**config.mk**
```make
export PLATFORM = sky130hd
export DESIGN_NAME = cpu_run_ctrl
export DESIGN_NICKNAME = d
export VERILOG_FILES = /design/src/rtl/cpu_run_ctrl.sv
export SDC_FILE = /design/constraint.sdc
export NUM_CORES = 1
export LEC_CHECK = 0
export ABC_CLOCK_PERIOD_IN_PS = 4000
export BUFFER_PORTS_ARGS = -buffer_cell sky130_fd_sc_hd__buf_2
export CORE_MARGIN = 1.5
export CORE_UTILIZATION = 32
export CTS_CLUSTER_SIZE = 16
export DETAILED_ROUTE_END_ITERATION = 8
export PLACE_DENSITY_LB_ADDON = 0.2
export SYNTH_ARGS = -nofsm -noshare
export SYNTH_HDL_FRONTEND = slang
export SYNTH_SLANG_ARGS = --single-unit
```
**constraint.sdc**
```tcl
create_clock -name clock -period 4 [get_ports clock]
set_input_delay 0.4 -clock clock [delete_from_list [all_inputs] [get_ports clock]]
set_output_delay 0.4 -clock clock [all_outputs]
set_load 0.1 [all_outputs]
```
**src/rtl/cpu_run_ctrl.sv**
```systemverilog
// cpu_run_ctrl: run controller that gates the CPU clock enable.
// Run modes: budgeted run (budget != 0), free-run until halt (budget == 0)
// and single-step. Reports the number of enabled cycles and why it stopped.
// Optional breakpoint compare is built when CPU_RUN_BREAKPOINT_EN is defined.
// Control inputs start/step are single-cycle pulses with no back-pressure:
// they are acted on only in IDLE/DONE and silently dropped in RUN/STEP.
module cpu_run_ctrl #(
  parameter int CNT_W          = 24,
  parameter int DEFAULT_BUDGET = 30
) (
  input  logic             clock,
  input  logic             reset,
  input  logic             start,
  input  logic             use_default,
  input  logic [CNT_W-1:0] budget,
  input  logic             step,
  input  logic             halt,
  input  logic             cpu_halt_req,
`ifdef CPU_RUN_BREAKPOINT_EN
  input  logic [CNT_W-1:0] pc,
  input  logic [CNT_W-1:0] break_addr,
  input  logic             break_en,
`endif
  output logic             cpu_en,
  output logic             running,
  output logic             done,
  output logic [1:0]       reason,
  output logic [CNT_W-1:0] cycle_count,
  output logic [1:0]       state_dbg
);

  localparam logic [1:0] IDLE = 2'd0;
  localparam logic [1:0] RUN  = 2'd1;
  localparam logic [1:0] STEP = 2'd2;
  localparam logic [1:0] DONE = 2'd3;

  localparam logic [1:0] R_BUDGET = 2'd0;
  localparam logic [1:0] R_EXT    = 2'd1;
  localparam logic [1:0] R_CPU    = 2'd2;
  localparam logic [1:0] R_BREAK  = 2'd3;

  logic [1:0]       state;
  logic [1:0]       next_state;
  logic [1:0]       ret_state;
  logic [1:0]       next_reason;
  logic [CNT_W-1:0] budget_q;
  logic             first_q;
  logic             load;
  logic             bp_hit;
  logic [CNT_W:0]   cnt_inc;
  logic             budget_hit;

  assign state_dbg = state;

  // Count including the current enabled cycle; one bit wider so the
  // compare never aliases when the counter sits at all-ones.
  assign cnt_inc    = {1'b0, cycle_count} + {{CNT_W{1'b0}}, 1'b1};
  assign budget_hit = (budget_q != '0) && (cnt_inc == {1'b0, budget_q});

`ifdef CPU_RUN_BREAKPOINT_EN
  // The first RUN cycle after start is exempt so a run can resume from a breakpoint.
  assign bp_hit = break_en && !first_q && (pc == break_addr);
`else
  assign bp_hit = 1'b0;
`endif

  // Next-state and stop-reason selection; exits ranked halt > cpu halt > breakpoint > budget.
  always_comb begin
    next_state  = state;
    next_reason = reason;
    load        = 1'b0;
    case (state)
      IDLE, DONE: begin
        if (start) begin
          next_state = RUN;
          load       = 1'b1;
        end else if (step) begin
          next_state = STEP;
        end
      end
      RUN: begin
        if (halt) begin
          next_state  = DONE;
          next_reason = R_EXT;
        end else if (cpu_halt_req) begin
          next_state  = DONE;
          next_reason = R_CPU;
        end else if (bp_hit) begin
          next_state  = DONE;
          next_reason = R_BREAK;
        end else if (budget_hit) begin
          next_state  = DONE;
          next_reason = R_BUDGET;
        end
      end
      STEP: begin
        if (cpu_halt_req) begin
          next_state  = DONE;
          next_reason = R_CPU;
        end else begin
          next_state = ret_state;
        end
      end
      default: next_state = IDLE;
    endcase
  end

  // State, registered status outputs and the return point for a single step.
  always_ff @(posedge clock or posedge reset) begin
    if (reset) begin
      state     <= IDLE;
      ret_state <= IDLE;
      cpu_en    <= 1'b0;
      running   <= 1'b0;
      done      <= 1'b0;
      reason    <= R_BUDGET;
      first_q   <= 1'b0;
    end else begin
      state   <= next_state;
      cpu_en  <= (next_state == RUN) || (next_state == STEP);
      running <= (next_state == RUN);
      done    <= (next_state == DONE);
      reason  <= next_reason;
      first_q <= load;
      if (((state == IDLE) || (state == DONE)) && (next_state == STEP))
        ret_state <= state;
    end
  end

  // Budget latch on start; use_default selects the built-in budget.
  always_ff @(posedge clock or posedge reset) begin
    if (reset)
      budget_q <= '0;
    else if (load)
      budget_q <= use_default ? CNT_W'(DEFAULT_BUDGET) : budget;
  end

  // Enabled-cycle counter: cleared on start, saturating at all-ones.
  always_ff @(posedge clock or posedge reset) begin
    if (reset)
      cycle_count <= '0;
    else if (load)
      cycle_count <= '0;
    else if (cpu_en && (cycle_count != {CNT_W{1'b1}}))
      cycle_count <= cnt_inc[CNT_W-1:0];
  end

endmodule
```
==> results of run 1 <==
==> how the worst min path moves through the flow <==
stage	end	cells after the start	startpoint	slack (ns)
finish	budget_q[8]$_DFFE_PP0P_	2	reset	0.11
global route	budget_q[2]$_DFFE_PP0P_	2	reset	0.16
CTS	budget_q[8]$_DFFE_PP0P_	2	reset	0.12
detailed placement	ret_state[0]$_DFFE_PP0P_	2	ret_state[0]$_DFFE_PP0P_	0.48
global placement	ret_state[1]$_DFFE_PP0P_	2	ret_state[1]$_DFFE_PP0P_	0.47
floorplan	ret_state[0]$_DFFE_PP0P_	2	ret_state[0]$_DFFE_PP0P_	0.44
==> state kept, by name, indices dropped and copies added, names as in the netlist <==
name / count
running: 1
done: 1
cpu_en: 1
budget_q: 24
ret_state: 2
cycle_count: 24
state_dbg: 2
reason: 2
==> synthesized netlist by cell type, types with 7 or more instances <==
cell	instances	share of area
nor2_1	29	0.031
dfrtp_1	57	0.41
or3_1	7	0.013
nor4_1	13	0.023
a21oi_1	14	0.020
nand2_1	81	0.087
o21ai_0	22	0.032
xnor2_1	26	0.065
nand4_1	8	0.014
inv_1	9	0.0097
nor3_1	10	0.014
xor2_1	23	0.058
clkbuf_1	16	0.017
nand3b_1	22	0.047
==> cells by family (layout without fill, tap and decap cells) <==
family | Yosys count | in the layout | share of synthesized area
AND/OR/NAND/NOR | 204 | 204 | 0.3168
adder cells (fa/ha/maj) | 6 | 6 | 0.02153
AO/OA/AOI/OAI | 51 | 51 | 0.08791
XOR/XNOR | 49 | 49 | 0.1231
flip-flops | 57 | 57 | 0.4090
buffers and inverters | 31 | 88 | 0.03552
multiplexers | 2 | 2 | 0.006100
==> layout make-up <==
type	instances	area (sq um)
fillers	1101	6367
multi-input cells	312	1937
flip-flops and latches	57	1426
repair buffers	63	320.3
clock buffers	14	172.7
well taps	136	170.2
clock inverters	2	35.03
inverters	9	33.78
==> routing by layer <==
metal	track usage	wire (um)	up-vias
met3	0.02361	362	15
met5	0	0	-
met2	0.2334	3599	72
met1	0.2314	4246	1407
met4	0.08647	243	0
li1	-	-	1476
==> power groups by stage <==
stage,logic [W],registers (W),clock network [W]
after detailed placement,0.00127,0.000930,0
after CTS,0.00127,0.000919,0.000581
after global placement,0.00126,0.000925,0
final,0.00125,0.000918,0.000563
after floorplan,0.000692,0.00122,0
after global routing,0.00139,0.000947,0.000606
==> stage by stage <==
stage | setup WS [ns] | instance area [sq um] | cells
after floorplan | 0.1312 | 3487 | 400
after global placement | 0.6513 | 3887 | 577
after detailed placement | 0.4323 | 3887 | 577
after CTS | 0.4314 | 4095 | 593
after global routing | 0.1198 | 4095 | 593
final | 0.4490 | 4095 | 593
==> run_results.csv, run 1 <==
group,metric,value,unit
pwr,p_clk_frac,0.206,
die,core-area,10460,sq um
clock_network,clock_sinks,57,
clock_network,hold_buffers,0,
critical_path,path_buf_inv,0,
sta,drv_slew,0,
grt,antenna_found_initial,0,
die,fp-row-count,37,
grt,overflow,0,
yosys,synth_seq_cells,57,
die,dieHeight,107.4,um
run_status,status,"complete, no violations",
pwr,irDropWorstVdd,276.5,uV
drt,wl_per_cell,14.25,um
critical_path,ff2ff_setup_slack,0.45,ns
critical_path,startpoint,"cycle_count[0]$_DFFE_PP0P_",
layout,nNetsFinal,489,
clock_network,htree_levels,3,
sta,hold-worst-slack,0.1108,ns
yosys,syn_inst,400,
clock_network,clk_pin_slew_worst_paths,0.07,ns
critical_path,worstSetupPathType,"reg -> reg",
yosys,avgSynthCellArea,8.718,sq um
drt,num_vias,2970,
pwr,totalPowerFinal,0.002729,W
sta,slew_headroom,0.4453,
critical_path,crit_family,"simple AND/OR/NAND/NOR gates",
pwr,p_per_area,666.4,nW/um^2
min_path,hold_class,"in -> async",
drt,dr.pass1.iters,4,
layout,drive_above_1_share,0.2013,
grt,grt_start_max_net_pins,31,
yosys,synth_edf_count,0,
critical_path,critPathMaxFanout,7,
pwr,p_leak,1.933,nW
critical_path,rr_startpoint,"cycle_count[0]$_DFFE_PP0P_",
clock_network,clk_latency,0.34,ns
layout,diodes,0,
clock_network,cts_tree,"yes",
critical_path,crit_chain,"ha_1 -> nand4_4 -> nor4_1 -> xnor2_1 -> o211ai_1 -> a211oi_1 -> o2111ai_1 -> or3_1 -> a21oi_1 -> ha_1 -> nand2_1 -> nand2_1 -> o21ai_0",
drt,viasPerCell,5.008,
sta,tightestPinTransition,0.8321,ns
clock_network,root_buffer,"clkbuf_8",
critical_path,slowest_stage,"nor4_1",
drt,wl,8451,um
sta,setup_violations,0,
critical_path,path_depth,13,
grt,grtUsageTotal,0.1615,
placed_design,portBuffers,61,
layout,layout_common_cells,"nand2_1, buf_2, dfrtp_1",
sta,fin_crit,3.551,ns
sta,hold_viol_final,0,
drt,first_iter_violations,115,
yosys,syn_nets,437,
critical_path,startpoint_type,"flop",
pwr,p_sw,0.001291,W
yosys,synth_ff_type,"dfrtp_1",
critical_path,reg2reg_to,"ret_state[1]$_DFFE_PP0P_",
grt,first_global_vias,2795,
critical_path,r2r_cells,13,
drt,detail-route-antenna-nets,0,
yosys,yosys_warnings,0,
layout,utilization,0.3914,
critical_path,worstPathRequired,4.23,ns
critical_path,arrival,3.78,ns
sta,finalCritPeriodShare,0.8877,
yosys,ys_async_sr_fraction,1.000,
pwr,comb_power_share,0.457,
sta,skew,0.006751,ns
pwr,swShare,0.4732,
critical_path,critPathCaptureType,"flop",
layout,syn2layout_area_growth,17.44,%
die,io-pin-count,62,
sta,final.setup.tns,0,ns
clock_network,clock_path_buffers,2,
critical_path,max_stage_delay,0.67,ns
yosys,ys_types,48,
die,fp.dieW,107.4,um
sta,rsz0062_at_grt,"no",
layout,layout_commonest_cell,"nand2_1",
clock_network,cts_inserted_buffers,9,
placed_design,hpwl,6562,um
clock_network,cts_resized,0,
die,die-area,11530,sq um
pwr,seq_power_share,0.336,
sta,fmax,281.6,MHz
grt,grt_pass1_wl,14260,um
yosys,syn-cell-area,3487,sq um
flow_run,drv_cap,0,
yosys,yosysSeqAreaShare,0.4090,
critical_path,crit_path_end,"ret_state[1]$_DFFE_PP0P_",
pwr,p_int,0.001438,W
drt,drc,0,
clock_network,postCtsSetupRepairBufs,0,
placed_design,gp_congestion,0.9423,
die,start_util,0.3333,
Note: power is estimated with default switching activity, not from simulation.
==> run 2, diff against run 1 <==
ABC_AREA = 1   (was unset)
BUFFER_PORTS_ARGS = unset   (was -buffer_cell sky130_fd_sc_hd__buf_2)
DONT_BUFFER_PORTS = 1   (was unset)
==> run_results.csv, run 2 <==
group,metric,value,unit
sta,fin_crit,2.989,ns
die,die-area,11800,sq um
critical_path,cpMostUsedCell,"nand2_1",
critical_path,ff2ff_setup_slack,1.01,ns
clock_network,cts_resized,0,
die,dieHeight,108.6,um
layout,largestRegisters,"budget_q x24, cycle_count x24",
clock_network,clock_path_buffers,2,
sta,final.setup.tns,0,ns
die,fp-row-count,38,
layout,syn2layout_area_growth,15.53,%
layout,final-seq-area,1426,sq um
layout,layout_commonest_cell,"nand2_1",
drt,detail-route-antenna-nets,0,
placed_design,hpwl,8079,um
sta,hold_viol_final,13,
clock_network,clk_latency,0.34,ns
yosys,yosys_warnings,0,
grt,antenna_found_initial,0,
yosys,synth_seq_cells,57,
yosys,synth_edf_count,0,
layout,fin_cells,696,
die,fp.dieW,108.6,um
yosys,yosysSeqAreaShare,0.3996,
critical_path,critPathMaxFanout,5,
yosys,syn_nets,557,
layout,nNetsFinal,588,
clock_network,cts_tree,"yes",
flow_run,drv_cap,0,
drt,num_vias,3456,
yosys,synth_top_area_cell,"dfrtp_1",
drt,wl_met3,728,um
sta,fmax,334.6,MHz
pwr,irDropWorstVdd,607.5,uV
yosys,synth_top_area_frac,0.3996,
sta,hold-worst-slack,-0.01001,ns
run_status,status,"finished with violations",
run_status,failed_checks,"hold timing",
drt,wirelength_met1,4736,um
die,start_util,0.3293,
yosys,synthXorXnorAreaFrac,0.02489,
sta,setup_violations,0,
critical_path,reg2reg_to,"ret_state[1]$_DFFE_PP0P_",
yosys,yosys-mux-area-fraction,0,
critical_path,r2r_cells,19,
placed_design,dp_cells,680,
yosys,synth.area.top_cells,"dfrtp_1, nand2_1, nand3_1, inv_1, o21ai_0",
drt,viasPerCell,4.966,
layout,fin_area,4124,sq um
sta,drv_slew,0,
drt,wl_met2,4970,um
min_path,hold_class,"in -> async",
placed_design,pre_cts_ws,1.045,ns
sta,tightestPinTransition,0.9138,ns
drt,dr.pass1.iters,4,
sta,slew_headroom,0.3893,
die,io-pin-count,62,
pwr,totalPowerFinal,0.002885,W
pwr,p_per_area,699.7,nW/um^2
grt,first_global_vias,3328,
clock_network,clock_sinks,57,
grt,grt_pass1_wl,17150,um
layout,multiInputGateArea,1831,sq um
critical_path,rr_startpoint,"cycle_count[5]$_DFFE_PP0P_",
sta,fin_ws,1.011,ns
yosys,synth_top_family_by_area,"simple AND/OR/NAND/NOR gates",
yosys,synth-simple-area-share,0.3747,
placed_design,dpl_cell_area,3928,sq um
drt,drc,0,
critical_path,worstSetupPathType,"reg -> reg",
clock_network,root_buffer,"clkbuf_8",
layout,layout_common_cells,"nand2_1, nand3_1, inv_1",
grt,overflow,0,
clock_network,hold_buffers,0,
drt,highest_layer,"met4",
yosys,syn-cell-area,3570,sq um
clock_network,htree_levels,3,
sta,finalCritPeriodShare,0.7472,
critical_path,crit_chain,"buf_4 -> nand2_1 -> nor2_2 -> nand2_2 -> nor2_2 -> nand3_1 -> nand3_1 -> nand2_1 -> nor2_1 -> nand2_1 -> nor2_1 -> nand2_1 -> nand2_1 -> nand2_1 -> a21oi_2 -> ha_1 -> nand2_1 -> nand2_1 -> o21ai_0",
clock_network,clk_pin_slew_worst_paths,0.07,ns
sta,rsz0062_at_grt,"no",
yosys,synth_compound_area_frac,0.09218,
grt,grt_start_max_net_pins,45,
pwr,p_leak,1.973,nW
critical_path,slowest_stage,"dfrtp_1",
drt,first_iter_violations,220,
yosys,yosysMostFrequentCell,"nand2_1",
yosys,syn_inst,520,
drt,wl,10670,um
critical_path,startpoint_type,"flop",
placed_design,gp_congestion,0.9200,
yosys,ys_async_sr_fraction,1.000,
critical_path,critPathCaptureType,"flop",
yosys,synth_ff_type,"dfrtp_1",
grt,grtUsageTotal,0.1934,
layout,drive_above_1_share,0.1115,
clock_network,cts_inserted_buffers,9,
yosys,yosys.area_share.adder,0.02103,
yosys,synth_common_cells,"nand2_1, nand3_1, inv_1",
yosys,avgSynthCellArea,6.865,sq um
placed_design,portBuffers,0,
clock_network,postCtsSetupRepairBufs,0,
drt,wl_per_cell,15.33,um
yosys,ys_types,23,
critical_path,arrival,3.22,ns
critical_path,max_stage_delay,0.39,ns
die,core-area,10840,sq um
critical_path,worstPathRequired,4.23,ns
layout,nFillCells,1183,
sta,skew,0.008211,ns
layout,diodes,0,
run 2: changes by cell type after synthesis, moves of 10 or more:
cell	delta
xor2_1	-18
nand2_1	+72
inv_1	+64
o21ai_0	+20
a21oi_1	-11
nand3_1	+77
nor3_1	-10
xnor2_1	-26
o22ai_1	+12
nor2_1	+19
nor4_1	-13
clkbuf_1	-10
nand3b_1	-22
run 2: through the flow:
stage / hold slack [ns] / util
3_5_place_dp: 0.3872 / 0.3623
2_1_floorplan: 0.4533 / -
4_1_cts: 0.01176 / 0.3804
3_3_place_gp: 0.3813 / 0.3623
5_1_grt: 0.02327 / 0.3804
6_report: -0.01001 / 0.3804
run 2: worst max path at each step:
stage,start,end,slack (ns)
detailed placement,cycle_count[5]$_DFFE_PP0P_,ret_state[1]$_DFFE_PP0P_,1.04
CTS,cycle_count[5]$_DFFE_PP0P_,ret_state[1]$_DFFE_PP0P_,1.06
floorplan,cycle_count[1]$_DFFE_PP0P_,ret_state[0]$_DFFE_PP0P_,0.85
global placement,cycle_count[5]$_DFFE_PP0P_,ret_state[0]$_DFFE_PP0P_,1.05
global route,cycle_count[6]$_DFFE_PP0P_,ret_state[1]$_DFFE_PP0P_,0.68
finish,cycle_count[5]$_DFFE_PP0P_,ret_state[1]$_DFFE_PP0P_,1.01
run 2: power by group:
group          switching (W)  leakage, nW  internal [W]
Combinational       0.000950         1.13      0.000360
Sequential          0.000265        0.751      0.000758
Clock               0.000250       0.0953      0.000303
run 2: area by class of cell:
class                           count  share of cell area
Multi-Input combinational cell    380              0.4439
Sequential cell                    57              0.3459
Inverter                           74             0.06735
Timing Repair Buffer               29             0.05279
Tap cell                          140             0.04248
Clock buffer                       11             0.03428
Clock inverter                      5             0.01335
run 2: logic make-up after synthesis:
logic type / Yosys count
AO/OA/AOI/OAI: 61
flip-flops: 57
adder cells (fa/ha/maj): 6
AND/OR/NAND/NOR: 306
buffers and inverters: 83
XOR/XNOR: 7
run 2: per-layer routing:
metal,GRT usage,vias to the layer above
li1,-,1732
met5,0,-
met1,0.2471,1594
met3,0.05081,23
met2,0.3136,107
met4,0.07237,0
run 2: critical path: cells and delay by family (launching register included):
family / cells / cell delay [ns]
AO/OA/AOI/OAI: 2 / 0.26
adder cells (fa/ha/maj): 1 / 0.16
buffers and inverters: 1 / 0.31
flip-flops: 1 / 0.39
AND/OR/NAND/NOR: 15 / 1.75
